### config.mk
export PLATFORM = sky130hd
export DESIGN_NAME = lsq
export DESIGN_NICKNAME = d
export VERILOG_FILES = /design/src/rtl/lsq_pkg.sv /design/src/rtl/lsq_fifo.sv /design/src/rtl/lsq.sv
export SDC_FILE = /design/constraint.sdc
export NUM_CORES = 1
export LEC_CHECK = 0
export BUFFER_PORTS_ARGS = -buffer_cell sky130_fd_sc_hd__buf_4
export CAP_MARGIN = 15
export CORE_MARGIN = 5
export CORE_UTILIZATION = 45
export DETAILED_ROUTE_END_ITERATION = 10
export PLACE_DENSITY = 0.72
export SYNTH_ARGS = -nofsm -noshare
export SYNTH_HDL_FRONTEND = slang
export SYNTH_HIERARCHICAL = 1
export SYNTH_SLANG_ARGS = --single-unit
export TNS_END_PERCENT = 100
### constraint.sdc
create_clock -name clk_i -period 2.9 [get_ports clk_i]
set_input_delay 0.145 -clock clk_i [delete_from_list [all_inputs] [get_ports clk_i]]
set_output_delay 0.145 -clock clk_i [all_outputs]
set_load 0.03 [all_outputs]
### src/rtl/lsq_pkg.sv
// Shared definitions for the Merlin load/store queue.
// Holds RISC-V load/store funct3 encodings, the issue FSM state encoding and
// the register-width derivation used to size the data path.
package lsq_pkg;

   // Load/store width encodings (funct3). Stores use the B/H/W/D subset.
   localparam logic [2:0] F3_B  = 3'b000;
   localparam logic [2:0] F3_H  = 3'b001;
   localparam logic [2:0] F3_W  = 3'b010;
   localparam logic [2:0] F3_D  = 3'b011;
   localparam logic [2:0] F3_BU = 3'b100;
   localparam logic [2:0] F3_HU = 3'b101;
   localparam logic [2:0] F3_WU = 3'b110;

   typedef enum logic [1:0] {
      S_IDLE = 2'd0,
      S_REQ  = 2'd1,
      S_RSP  = 2'd2
   } lsq_state_e;

   // Register width in bits from its log2 (5 -> 32, 6 -> 64).
   function automatic int unsigned xlen_of(input int unsigned xlen_x);
      return 32'd1 << xlen_x;
   endfunction

   // Queue entry: {is_store, funct3, regd_addr, hpl, addr, data}.
   function automatic int unsigned entry_w(input int unsigned xlen_x);
      return 1 + 3 + 5 + 2 + 2 * xlen_of(xlen_x);
   endfunction

endpackage

### src/rtl/lsq_fifo.sv
// Generic synchronous FIFO, 2**C_DEPTH_X entries of C_WIDTH bits.
// Latency: a pushed word is visible on data_o the cycle after the push.
// Backpressure: push while full and pop while empty are ignored.
// Ports: clk_i/reset_i (sync, active-high), push_i/data_i write side,
//        pop_i/data_o read side (data_o shows the head), full_o/empty_o flags.
module lsq_fifo #(
   parameter int unsigned C_WIDTH   = 8,
   parameter int unsigned C_DEPTH_X = 2
) (
   input  logic               clk_i,
   input  logic               reset_i,
   input  logic               push_i,
   input  logic [C_WIDTH-1:0] data_i,
   input  logic               pop_i,
   output logic [C_WIDTH-1:0] data_o,
   output logic               full_o,
   output logic               empty_o
);

   localparam int unsigned C_DEPTH = 1 << C_DEPTH_X;
   localparam logic [C_DEPTH_X:0] C_FULL_CNT = C_DEPTH[C_DEPTH_X:0];

   logic [C_WIDTH-1:0]   mem_q [C_DEPTH];
   logic [C_DEPTH_X-1:0] wptr_q;
   logic [C_DEPTH_X-1:0] rptr_q;
   logic [C_DEPTH_X:0]   count_q;
   logic                 do_push;
   logic                 do_pop;

   // Flags come only from the registered count, so a pop does not open a
   // slot for a push until the following cycle.
   assign full_o  = (count_q == C_FULL_CNT);
   assign empty_o = (count_q == '0);
   assign do_push = push_i & ~full_o;
   assign do_pop  = pop_i & ~empty_o;
   assign data_o  = mem_q[rptr_q];

   always_ff @(posedge clk_i) begin
      if (reset_i) begin
         wptr_q  <= '0;
         rptr_q  <= '0;
         count_q <= '0;
      end else begin
         if (do_push) wptr_q <= wptr_q + 1'b1;
         if (do_pop)  rptr_q <= rptr_q + 1'b1;
         case ({do_push, do_pop})
            2'b10:   count_q <= count_q + 1'b1;
            2'b01:   count_q <= count_q - 1'b1;
            default: count_q <= count_q;
         endcase
      end
   end

   // Storage needs no reset: it is only read when count_q says it is valid.
   always_ff @(posedge clk_i) begin
      if (do_push) mem_q[wptr_q] <= data_i;
   end

endmodule

### src/rtl/lsq.sv
// Load/store queue: buffers memory ops in order and issues them one at a time.
// Latency: enqueue in cycle N -> dreqvalid_o in N+2; writeback/error pulse the
//          cycle after the accepted response. Backpressure: exs_full_o from the
//          registered count; dreqready_i/drspvalid_i stall the issue FSM.
// Ports: exs_* enqueue side, dreq*/drsp* data port, ids_reg_* load writeback,
//        hvec_* access-fault pulses, clk_en_i freezes all non-reset state.
module lsq
   import lsq_pkg::*;
#(
   parameter  int unsigned C_XLEN_X  = 5,
   parameter  int unsigned C_DEPTH_X = 2,
   localparam int unsigned C_XLEN    = xlen_of(C_XLEN_X),
   localparam int unsigned C_BYTES   = C_XLEN / 8
) (
   input  logic               clk_i,
   input  logic               reset_i,
   input  logic               clk_en_i,
   input  logic               exs_lq_wr_i,
   input  logic               exs_sq_wr_i,
   input  logic [2:0]         exs_funct3_i,
   input  logic [4:0]         exs_regd_addr_i,
   input  logic [C_XLEN-1:0]  exs_regs2_data_i,
   input  logic [C_XLEN-1:0]  exs_addr_i,
   input  logic [1:0]         exs_hpl_i,
   output logic               exs_full_o,
   input  logic               dreqready_i,
   output logic               dreqvalid_o,
   output logic [1:0]         dreqhpl_o,
   output logic [C_XLEN-1:0]  dreqaddr_o,
   output logic               dreqwr_o,
   output logic [C_BYTES-1:0] dreqwben_o,
   output logic [C_XLEN-1:0]  dreqwdata_o,
   output logic               drspready_o,
   input  logic               drspvalid_i,
   input  logic               drsprerr_i,
   input  logic               drspwerr_i,
   input  logic [C_XLEN-1:0]  drspdata_i,
   output logic               ids_reg_wr_o,
   output logic [4:0]         ids_reg_addr_o,
   output logic [C_XLEN-1:0]  ids_reg_data_o,
   output logic               hvec_lerr_o,
   output logic               hvec_serr_o,
   output logic [C_XLEN-1:0]  hvec_err_addr_o
);

   localparam int unsigned C_ENTRY_W = entry_w(C_XLEN_X);

   // ---------------------------------------------------------------- queue
   logic [C_ENTRY_W-1:0] fifo_din;
   logic [C_ENTRY_W-1:0] fifo_dout;
   logic                 fifo_push;
   logic                 fifo_pop;
   logic                 fifo_full;
   logic                 fifo_empty;

   logic                 hd_store;
   logic [2:0]           hd_f3;
   logic [4:0]           hd_rd;
   logic [1:0]           hd_hpl;
   logic [C_XLEN-1:0]    hd_addr;
   logic [C_XLEN-1:0]    hd_data;
   logic [C_XLEN_X-4:0]  hd_off;

   lsq_state_e           state_q;

   assign fifo_din  = {exs_sq_wr_i, exs_funct3_i, exs_regd_addr_i, exs_hpl_i,
                       exs_addr_i, exs_regs2_data_i};
   assign fifo_push = (exs_lq_wr_i | exs_sq_wr_i) & clk_en_i;
   // The head is popped in the same cycle it is captured into issue registers.
   assign fifo_pop  = clk_en_i & (state_q == S_IDLE) & ~fifo_empty;
   assign {hd_store, hd_f3, hd_rd, hd_hpl, hd_addr, hd_data} = fifo_dout;
   assign hd_off    = hd_addr[C_XLEN_X-4:0];
   assign exs_full_o = fifo_full;

   lsq_fifo #(
      .C_WIDTH   (C_ENTRY_W),
      .C_DEPTH_X (C_DEPTH_X)
   ) u_fifo (
      .clk_i   (clk_i),
      .reset_i (reset_i),
      .push_i  (fifo_push),
      .data_i  (fifo_din),
      .pop_i   (fifo_pop),
      .data_o  (fifo_dout),
      .full_o  (fifo_full),
      .empty_o (fifo_empty)
   );

   // ------------------------------------------------ store lane steering
   logic [C_BYTES-1:0] ben_base;
   logic [C_BYTES-1:0] st_wben;
   logic [C_XLEN-1:0]  st_wdata;

   always_comb begin
      ben_base = '0;
      st_wdata = '0;
      if (hd_store) begin
         case (hd_f3)
            F3_B: begin
               ben_base[0] = 1'b1;
               st_wdata    = {C_BYTES{hd_data[7:0]}};
            end
            F3_H: begin
               ben_base[1:0] = 2'b11;
               st_wdata      = {(C_BYTES/2){hd_data[15:0]}};
            end
            F3_W: begin
               ben_base[3:0] = 4'hF;
               st_wdata      = {(C_BYTES/4){hd_data[31:0]}};
            end
            default: begin
               ben_base = '1;
               st_wdata = hd_data;
            end
         endcase
      end
      // Loads keep ben_base at zero, so no lanes are enabled.
      st_wben = ben_base << hd_off;
   end

   // ---------------------------------------------------- issue registers
   logic               store_q;
   logic [2:0]         funct3_q;
   logic [4:0]         regd_q;
   logic [1:0]         hpl_q;
   logic [C_XLEN-1:0]  addr_q;
   logic [C_BYTES-1:0] wben_q;
   logic [C_XLEN-1:0]  wdata_q;
   logic               dreqvalid_q;
   logic               drspready_q;
   logic               reg_wr_q;
   logic [4:0]         reg_addr_q;
   logic [C_XLEN-1:0]  reg_data_q;
   logic               lerr_q;
   logic               serr_q;
   logic [C_XLEN-1:0]  err_addr_q;

   // ------------------------------------------------- load data steering
   logic [C_XLEN_X-4:0] off_q;
   logic [C_XLEN-1:0]   ld_sh;
   logic [C_XLEN-1:0]   ld_val;

   assign off_q = addr_q[C_XLEN_X-4:0];

   always_comb begin
      ld_sh  = drspdata_i >> {off_q, 3'b000};
      ld_val = ld_sh;
      case (funct3_q)
         F3_B: begin
            ld_val      = {C_XLEN{ld_sh[7]}};
            ld_val[7:0] = ld_sh[7:0];
         end
         F3_H: begin
            ld_val       = {C_XLEN{ld_sh[15]}};
            ld_val[15:0] = ld_sh[15:0];
         end
         F3_W: begin
            ld_val       = {C_XLEN{ld_sh[31]}};
            ld_val[31:0] = ld_sh[31:0];
         end
         F3_BU: begin
            ld_val      = '0;
            ld_val[7:0] = ld_sh[7:0];
         end
         F3_HU: begin
            ld_val       = '0;
            ld_val[15:0] = ld_sh[15:0];
         end
         F3_WU: begin
            ld_val       = '0;
            ld_val[31:0] = ld_sh[31:0];
         end
         default: ld_val = ld_sh;
      endcase
   end

   // ------------------------------------------------------------ issue FSM
   always_ff @(posedge clk_i) begin
      if (reset_i) begin
         state_q     <= S_IDLE;
         store_q     <= 1'b0;
         funct3_q    <= '0;
         regd_q      <= '0;
         hpl_q       <= '0;
         addr_q      <= '0;
         wben_q      <= '0;
         wdata_q     <= '0;
         dreqvalid_q <= 1'b0;
         drspready_q <= 1'b0;
         reg_wr_q    <= 1'b0;
         reg_addr_q  <= '0;
         reg_data_q  <= '0;
         lerr_q      <= 1'b0;
         serr_q      <= 1'b0;
         err_addr_q  <= '0;
      end else if (clk_en_i) begin
         // Writeback and fault strobes are single-cycle pulses.
         reg_wr_q <= 1'b0;
         lerr_q   <= 1'b0;
         serr_q   <= 1'b0;
         case (state_q)
            S_IDLE: begin
               if (!fifo_empty) begin
                  state_q     <= S_REQ;
                  dreqvalid_q <= 1'b1;
                  store_q     <= hd_store;
                  funct3_q    <= hd_f3;
                  regd_q      <= hd_rd;
                  hpl_q       <= hd_hpl;
                  addr_q      <= hd_addr;
                  wben_q      <= st_wben;
                  wdata_q     <= st_wdata;
               end
            end
            S_REQ: begin
               if (dreqready_i) begin
                  state_q     <= S_RSP;
                  dreqvalid_q <= 1'b0;
                  drspready_q <= 1'b1;
               end
            end
            S_RSP: begin
               if (drspvalid_i) begin
                  state_q     <= S_IDLE;
                  drspready_q <= 1'b0;
                  if (store_q) begin
                     if (drspwerr_i) begin
                        serr_q     <= 1'b1;
                        err_addr_q <= addr_q;
                     end
                  end else if (drsprerr_i) begin
                     lerr_q     <= 1'b1;
                     err_addr_q <= addr_q;
                  end else if (regd_q != 5'd0) begin
                     // x0 loads still perform the access but never write back.
                     reg_wr_q   <= 1'b1;
                     reg_addr_q <= regd_q;
                     reg_data_q <= ld_val;
                  end
               end
            end
            default: state_q <= S_IDLE;
         endcase
      end
   end

   assign dreqvalid_o     = dreqvalid_q;
   assign dreqhpl_o       = hpl_q;
   assign dreqaddr_o      = addr_q;
   assign dreqwr_o        = store_q;
   assign dreqwben_o      = wben_q;
   assign dreqwdata_o     = wdata_q;
   assign drspready_o     = drspready_q;
   assign ids_reg_wr_o    = reg_wr_q;
   assign ids_reg_addr_o  = reg_addr_q;
   assign ids_reg_data_o  = reg_data_q;
   assign hvec_lerr_o     = lerr_q;
   assign hvec_serr_o     = serr_q;
   assign hvec_err_addr_o = err_addr_q;

endmodule

# Word level (Yosys, flattened, before mapping)
# Memories as Yosys holds them, arrays and structs flattened. A register that Yosys moved wholly into a read port is not among the register bits.
# Cells that the tools add are included.
[classes]
n_eq_ne = 13
addsub = 4
shift = 2
bitwise_logic = 10
reduce_logical = 16
mux = 37
[ops]
columns = ["operator", "n"]
rows = [
  ["two-way mux 32 bit", 4],
  ["case mux 32 bit (4 select lines)", 1],
  ["case mux 32 bit (2 select lines)", 1],
  ["right shift 32 x 5 -> 32 bit", 1],
  ["two-way mux 1 bit", 20],
  ["two-way mux 2 bit", 6],
  ["AND reduction 4 bit", 3],
  ["== test 3 bit, second input constant", 3],
  ["zero test 3 bit", 3],
  ["!= test 2 bit, second input constant", 4],
  ["nonzero test 2 bit", 4],
  ["== test 3 x 1 -> 1 bit, second input constant", 2],
  ["case mux 2 bit (3 select lines)", 1],
  ["case mux 3 bit (2 select lines)", 1],
  ["AND reduction 6 bit", 1],
  ["bitwise AND 1 bit", 5],
  ["AND reduction 5 bit", 1],
  ["nonzero test 5 bit", 1],
  ["adder 2 x 1 -> 2 bit, second input constant", 2],
  ["== test 2 x 1 -> 1 bit, second input constant", 2],
  ["== test 2 bit, second input constant", 2],
  ["two-way mux 4 bit", 1],
  ["NOT 1 bit", 4],
  ["case mux 1 bit (2 select lines)", 2],
  ["7 further kinds", 7],
]
[word_totals]
regBits = 162
mem_count = 1
out_inout_bits = 146
mem_bits_rw = 300
in_bits = 115
word_cells = 102
[mem_list]
columns = ["name", "words", "word_bits", "rd", "rd_ports_with_merged_regs", "write_ports", "line_no", "text"]
rows = [
  ["u_fifo.mem_q", 4, 75, 1, 1, 1, "lsq_fifo.sv:23", "logic [C_WIDTH-1:0] mem_q [C_DEPTH];"],
]

# Depth between registers and ports, before layout
[depth]
depth_word = 6
ltp_mapped = 14
ltp_nobuf = 12

# By module
# The synthesis kept the hierarchy.
[modules_own_cells]
columns = ["module", "area_per_inst_um2", "instances", "cells_per_inst", "seq_area_each_um2"]
rows = [
  ["lsq_fifo", 11288.3, 1, 445, 9188.8],
  ["lsq", 6408.6, 1, 781, 3103.0],
]

# Worst setup path before layout
# No wires, ideal clock.
[synth_path]
path_type = "reg-to-reg"
start = "reg u_fifo.count_q[2]"
end = "mem u_fifo/mem_q[2][0] (netlist bit) (enable)"
arrival_ps = 2645
setup_time_ps = 441
n_path_buf = 0
stages_incl_launch_ff = 4
required_time_ps = 2459
slack_ps = -186
path_cell_list = "dfxtp_1 > nor3b_1 > nor2_1 > and2_1"
[synth_between]
elab_chain_cells = 5
[synth_rtl]
columns = ["element", "line_no", "text"]
rows = [
  ["start: declaration", "lsq_fifo.sv:26", "logic [C_DEPTH_X:0] count_q;"],
  ["start signal: assignment", "lsq_fifo.sv:47", "2'b10: count_q <= count_q + 1'b1;"],
  ["start signal: assignment", "lsq_fifo.sv:48", "2'b01: count_q <= count_q - 1'b1;"],
  ["start signal: assignment", "lsq_fifo.sv:49", "default: count_q <= count_q;"],
  ["== test 3 bit", "lsq_fifo.sv:32", "assign full_o = (count_q == C_FULL_CNT);"],
  ["named net exs_full_o", "lsq.sv:25", "output logic exs_full_o,"],
  ["NOT 1 bit", "lsq_fifo.sv:34", "assign do_push = push_i & ~full_o;"],
  ["bitwise AND 1 bit", "lsq_fifo.sv:34", ""],
  ["two-way mux 1 bit", "lsq_fifo.sv:56", "if (do_push) mem_q[wptr_q] <= data_i;"],
  ["two-way mux 1 bit (implied by the code)", "lsq_fifo.sv:56", ""],
  ["end: declaration", "lsq_fifo.sv:23", ""],
]
# The timed path passes the listed nets, and every way through them passes these cells.

# Worst setup path after layout
[layout_path]
start = "reg u_fifo.count_q[2]"
end = "reg u_fifo.count_q[2]"
[layout_between]
elab_chain_cells = 6
[layout_rtl]
columns = ["element", "line_no", "text"]
rows = [
  ["zero test 3 bit", "lsq_fifo.sv:33", "assign empty_o = (count_q == '0);"],
  ["NOT 1 bit (no source line)", "-", ""],
  ["bitwise AND 1 bit", "lsq.sv:70", "assign fifo_pop = clk_en_i & (state_q == S_IDLE) & ~fifo_empty;"],
  ["bitwise AND 1 bit", "lsq_fifo.sv:35", "assign do_pop = pop_i & ~empty_o;"],
  ["== test 2 x 1 -> 1 bit / == test 2 bit (equally long branches)", "lsq_fifo.sv:46", "case ({do_push, do_pop})"],
  ["case mux 3 bit (2 select lines) / nonzero test 2 bit (equally long branches)", "-", ""],
]
# Several ways; a longest one is shown, not always the timed one.
# A chain may end at the register's enable or synchronous reset.

==> flow_metrics.py <==
metrics = {
    "hold_path": {
        "worstHoldStart": "drspdata_i[0]",
        "min_path_type": "input pin to register",
    },
    "grt": {
        "gr-usage-all-layers_pct": 20.35,
        "grt_pass1_vias": 11780,
        "grt_first_pass_wirelength_um": 69880,
        "overflow": 0,
        "grt_max_degree": 102,
        "antenna_found_initial": 6,
    },
    "placed_design": {
        "pre_cts_slack_ps": 466.0,
        "detailedPlacementHpwl_um": 29510,
        "gpl.final_weighted_congestion": 0.8411,
        "port_buffers": 260,
    },
    "sta": {
        "worst-slew-pin-transition_ps": 1006,
        "min_period_ps": 2461,
        "finalHoldWorstSlack_ps": 25.72,
        "grt_setup_unrepaired": "no",
        "clock_skew_ps": 24.33,
        "max_freq_ghz": 0.4063,
        "finalSetupViolCount": 0,
        "totalNegativeSetupSlack_ps": 0,
        "fin_crit_sh_pct": 84.88,
        "hold_viol": 0,
        "final_max_slew_viol_count": 0,
        "worst_setup_slack_final_ps": 438.5,
        "slew_margin_rel_pct": 32.94,
    },
    "critical_path": {
        "critical-path-top-cell-by-count": "sky130_fd_sc_hd__inv_1",
        "critical_path_peak_fanout": 6,
        "cp_num_buf_inv": 2,
        "chain_of_cells_forming_the_critical_path": "nor3b_1, nor2_1, inv_1, ha_1, inv_1, fa_1, xor2_1, or3_1, a21oi_1",
        "max_stage_delay_ps": 450,
        "category_of_the_worst_setup_path_capture_point": "register",
        "r2r_start": "u_fifo/count_q[2]$_SDFFE_PP0P_",
        "required_ps": 3360,
        "crit_path_start_kind": "register",
        "criticalPathCategory": "register to register",
        "timing.critical_path.slowest_stage_cell": "sky130_fd_sc_hd__nor3b_1",
        "worst_setup_sp": "u_fifo/count_q[2]$_SDFFE_PP0P_",
        "wp_data_arrival_ps": 2930,
        "cp_top_family": "simple AND/OR/NAND/NOR gates",
    },
    "flow_run": {
        "drv.max_cap_violation_count": 0,
    },
    "final_layout": {
        "num-fill-cells": 3113,
        "final_net_count": 1694,
        "drive_above_1_share_pct": 29.81,
        "regArea_um2": 12300,
        "area.growth.synth_to_final_pct": 28.15,
        "multi_input_area_um2": 4971,
    },
    "floorplanning": {
        "floorplan.initialDensity_pct": 45.68,
        "core_region_area_um2": 38740,
        "die-area_um2": 43390,
        "fp-row-count": 72,
        "fp.dieW_um": 208.3,
        "die-height_um": 208.3,
        "ioPinCount": 261,
    },
    "synth": {
        "synth_edf_count": 300,
        "syn-mean-instance-area_um2": 14.43,
        "ffs_latches_synth": 464,
        "syn-num-nets": 1347,
        "async_flop_share_pct": 0,
        "ys.flop_type": "sky130_fd_sc_hd__edfxtp_1",
        "netlist_instances": 1226,
        "post_synthesis_sequential_area_ratio_pct": 69.46,
        "post_synth_num_cell_types": 48,
        "yosys_warnings": 6,
        "synthesis.area_um2": 17700,
    },
    "power_and_ir_drop": {
        "ir_worst_vdd_mv": 0.3950,
        "cellPowerDensity_nw_per_um2": 677.5,
        "cellLeakagePower_uw": 0.008006,
    },
    "route": {
        "drt_pass_1_iters": 5,
        "via_count": 11500,
        "maxUsedRoutingLayer": "met5",
        "detail_route.drc_violations": 0,
        "sum_of_met2_wire_segment_lengths_after_detailed_routing_um": 23020,
        "drt_iter0_markers": 777,
        "drt-vias-per-instance": 5.391,
        "detail_route.wl_per_cell_um": 21.24,
        "ant_nets": 0,
        "detailroute.wirelength.met3_um": 2884,
        "totalWireLength_um": 45310,
        "m1WireLength_um": 18190,
    },
    "clocking": {
        "clk_tree_root_cell": "sky130_fd_sc_hd__clkbuf_16",
        "clk-insertion-delay-late_ps": 550,
        "clkTransAtPathRegs_ps": 60,
        "post_cts.repair.setup_buffers": 0,
        "clock_sinks": 464,
        "clock_path_buffers": 3,
        "number_of_clock_buffers_inserted_by_tritoncts": 46,
        "cts_tree": "done",
        "post_cts.resized_instances": 0,
        "cts_max_level": 2,
    },
    "status": {
        "outcome": "finished, final reports clean",
    },
}
## placed cells by master (no fill, tap or decap), types with 5 or more instances in the layout
master and n:
sky130_fd_sc_hd__clkbuf_8 7, sky130_fd_sc_hd__o21ai_0 10, sky130_fd_sc_hd__mux2i_1 28, sky130_fd_sc_hd__dfxtp_1 162
sky130_fd_sc_hd__nand2_1 215, sky130_fd_sc_hd__clkbuf_1 10, sky130_fd_sc_hd__inv_1 11, sky130_fd_sc_hd__edfxtp_1 300
sky130_fd_sc_hd__dlygate4sd3_1 88, sky130_fd_sc_hd__nor2_1 57, sky130_fd_sc_hd__mux4_2 76, sky130_fd_sc_hd__nand3_1 31
sky130_fd_sc_hd__a21oi_1 122, sky130_fd_sc_hd__clkbuf_16 50, sky130_fd_sc_hd__a22oi_1 18, sky130_fd_sc_hd__a211oi_1 9
sky130_fd_sc_hd__ha_1 5, sky130_fd_sc_hd__buf_12 7, sky130_fd_sc_hd__o2bb2ai_1 8, sky130_fd_sc_hd__buf_4 284
sky130_fd_sc_hd__mux2_2 24, sky130_fd_sc_hd__o211ai_1 16, sky130_fd_sc_hd__diode_2 5
## synth_stat cells, types with 2 or more instances
cell                        number  area, um^2
sky130_fd_sc_hd__edfxtp_1      300        9009
sky130_fd_sc_hd__nand2_1       216       810.8
sky130_fd_sc_hd__dfxtp_1       164        3283
sky130_fd_sc_hd__a21oi_1       122       610.6
sky130_fd_sc_hd__mux4_2         76        1712
sky130_fd_sc_hd__nor2_1         57       214.0
sky130_fd_sc_hd__clkbuf_1       34       127.6
sky130_fd_sc_hd__nand3_1        31       155.2
sky130_fd_sc_hd__buf_2          28       140.1
sky130_fd_sc_hd__mux2i_1        28       280.3
sky130_fd_sc_hd__mux2_2         24       270.3
sky130_fd_sc_hd__a22oi_1        18       135.1
sky130_fd_sc_hd__o211ai_1       16       120.1
sky130_fd_sc_hd__inv_1          11       41.29
sky130_fd_sc_hd__o21ai_0        10       50.05
sky130_fd_sc_hd__a211oi_1        9       67.56
sky130_fd_sc_hd__buf_6           8       90.09
sky130_fd_sc_hd__o2bb2ai_1       8       70.07
sky130_fd_sc_hd__and2_1          7       43.79
sky130_fd_sc_hd__buf_1           7       26.28
sky130_fd_sc_hd__ha_1            5       62.56
sky130_fd_sc_hd__nand2b_1        4       25.02
sky130_fd_sc_hd__nor3_1          4       20.02
sky130_fd_sc_hd__buf_4           3       22.52
sky130_fd_sc_hd__o21ai_1         3       15.01
sky130_fd_sc_hd__or2_2           3       18.77
sky130_fd_sc_hd__or3_1           3       18.77
sky130_fd_sc_hd__xor2_1          3       26.28
sky130_fd_sc_hd__a32oi_1         2       17.52
sky130_fd_sc_hd__nand3b_1        2       15.01
sky130_fd_sc_hd__nor2b_1         2       12.51
sky130_fd_sc_hd__o211a_1         2       20.02
## final cells by class
class / instances / area share, %
Antenna cell: 5 / 0.05517
Tap cell: 518 / 2.858
Clock inverter: 17 / 0.7007
Clock buffer: 68 / 6.130
Timing Repair Buffer: 379 / 13.90
Inverter: 12 / 0.1986
Multi-Input combinational cell: 670 / 21.92
Sequential cell: 464 / 54.23
## power by group
| part | internal (uW) | switching [uW] | leakage, uW | total (uW) |
|---|---|---|---|---|
| Sequential | 7320 | 180 | 0.00407 | 7500 |
| Combinational | 796 | 1100 | 0.00319 | 1900 |
| Clock | 3520 | 2450 | 0.000751 | 5970 |
| Total | 11600 | 3730 | 0.00801 | 15400 |
## cell families (layout without fill, tap and decap cells)
family / Yosys count / count (layout) / synth area share [%]
xor+xnor: 3 / 3 / 0.1485
fa+ha+maj: 6 / 6 / 0.4666
buf+inv: 92 / 476 / 2.552
mux: 128 / 128 / 12.78
other cells: 0 / 5 / 0
flops: 464 / 464 / 69.46
simple gates: 337 / 337 / 7.947
compound gates: 196 / 196 / 6.646
## layer usage
layer	up-vias	global-route usage [%]
li1	5272	-
met1	5739	26.38
met2	416	35.22
met3	69	3.841
met4	2	5.866
met5	-	0
## stage by stage
step	cell area [um^2]	utilization (%)	total power (uW)	instances
floorplan	17700	-	8734	1226
global placement	20240	52.24	9400	1955
detailed placement	20240	52.24	9452	1955
CTS	22670	58.51	15490	2128
global route	22680	58.54	15930	2133
finish	22680	58.54	15360	2133
## worst paths after layout
kind	slack [ps]	end	cells past startpoint
setup / recovery	440	u_fifo/count_q[2]$_SDFFE_PP0P_	9
hold reg to reg	460	hvec_err_addr_o[21]$_SDFFE_PP0P_	2
hold / removal	30	ids_reg_data_o[0]$_SDFFE_PP0P_	4
setup reg to reg	440	u_fifo/count_q[2]$_SDFFE_PP0P_	9
## flip-flops by register name (all words and copies together) (netlist names), 2 cells and up, named ones only
name,count
u_fifo/mem_q,300
dreqaddr_o,32
dreqwdata_o,32
hvec_err_addr_o,32
ids_reg_data_o,32
ids_reg_addr_o,5
regd_q,5
dreqwben_o,4
funct3_q,3
u_fifo/count_q,3
dreqhpl_o,2
state_q,2
u_fifo/rptr_q,2
u_fifo/wptr_q,2
## what timing repair did
item,CTS,global route
endpoints found under the hold margin,313,0
hold buffers,88,0
endpoints found under the setup margin,0,0
## tightest hold or removal path, cell delays in order
cell                       delay [ps]
sky130_fd_sc_hd__buf_4             70
sky130_fd_sc_hd__mux2_2           130
sky130_fd_sc_hd__o211ai_1          70
sky130_fd_sc_hd__a21oi_1          110
(Power assumes the default switching activity.)
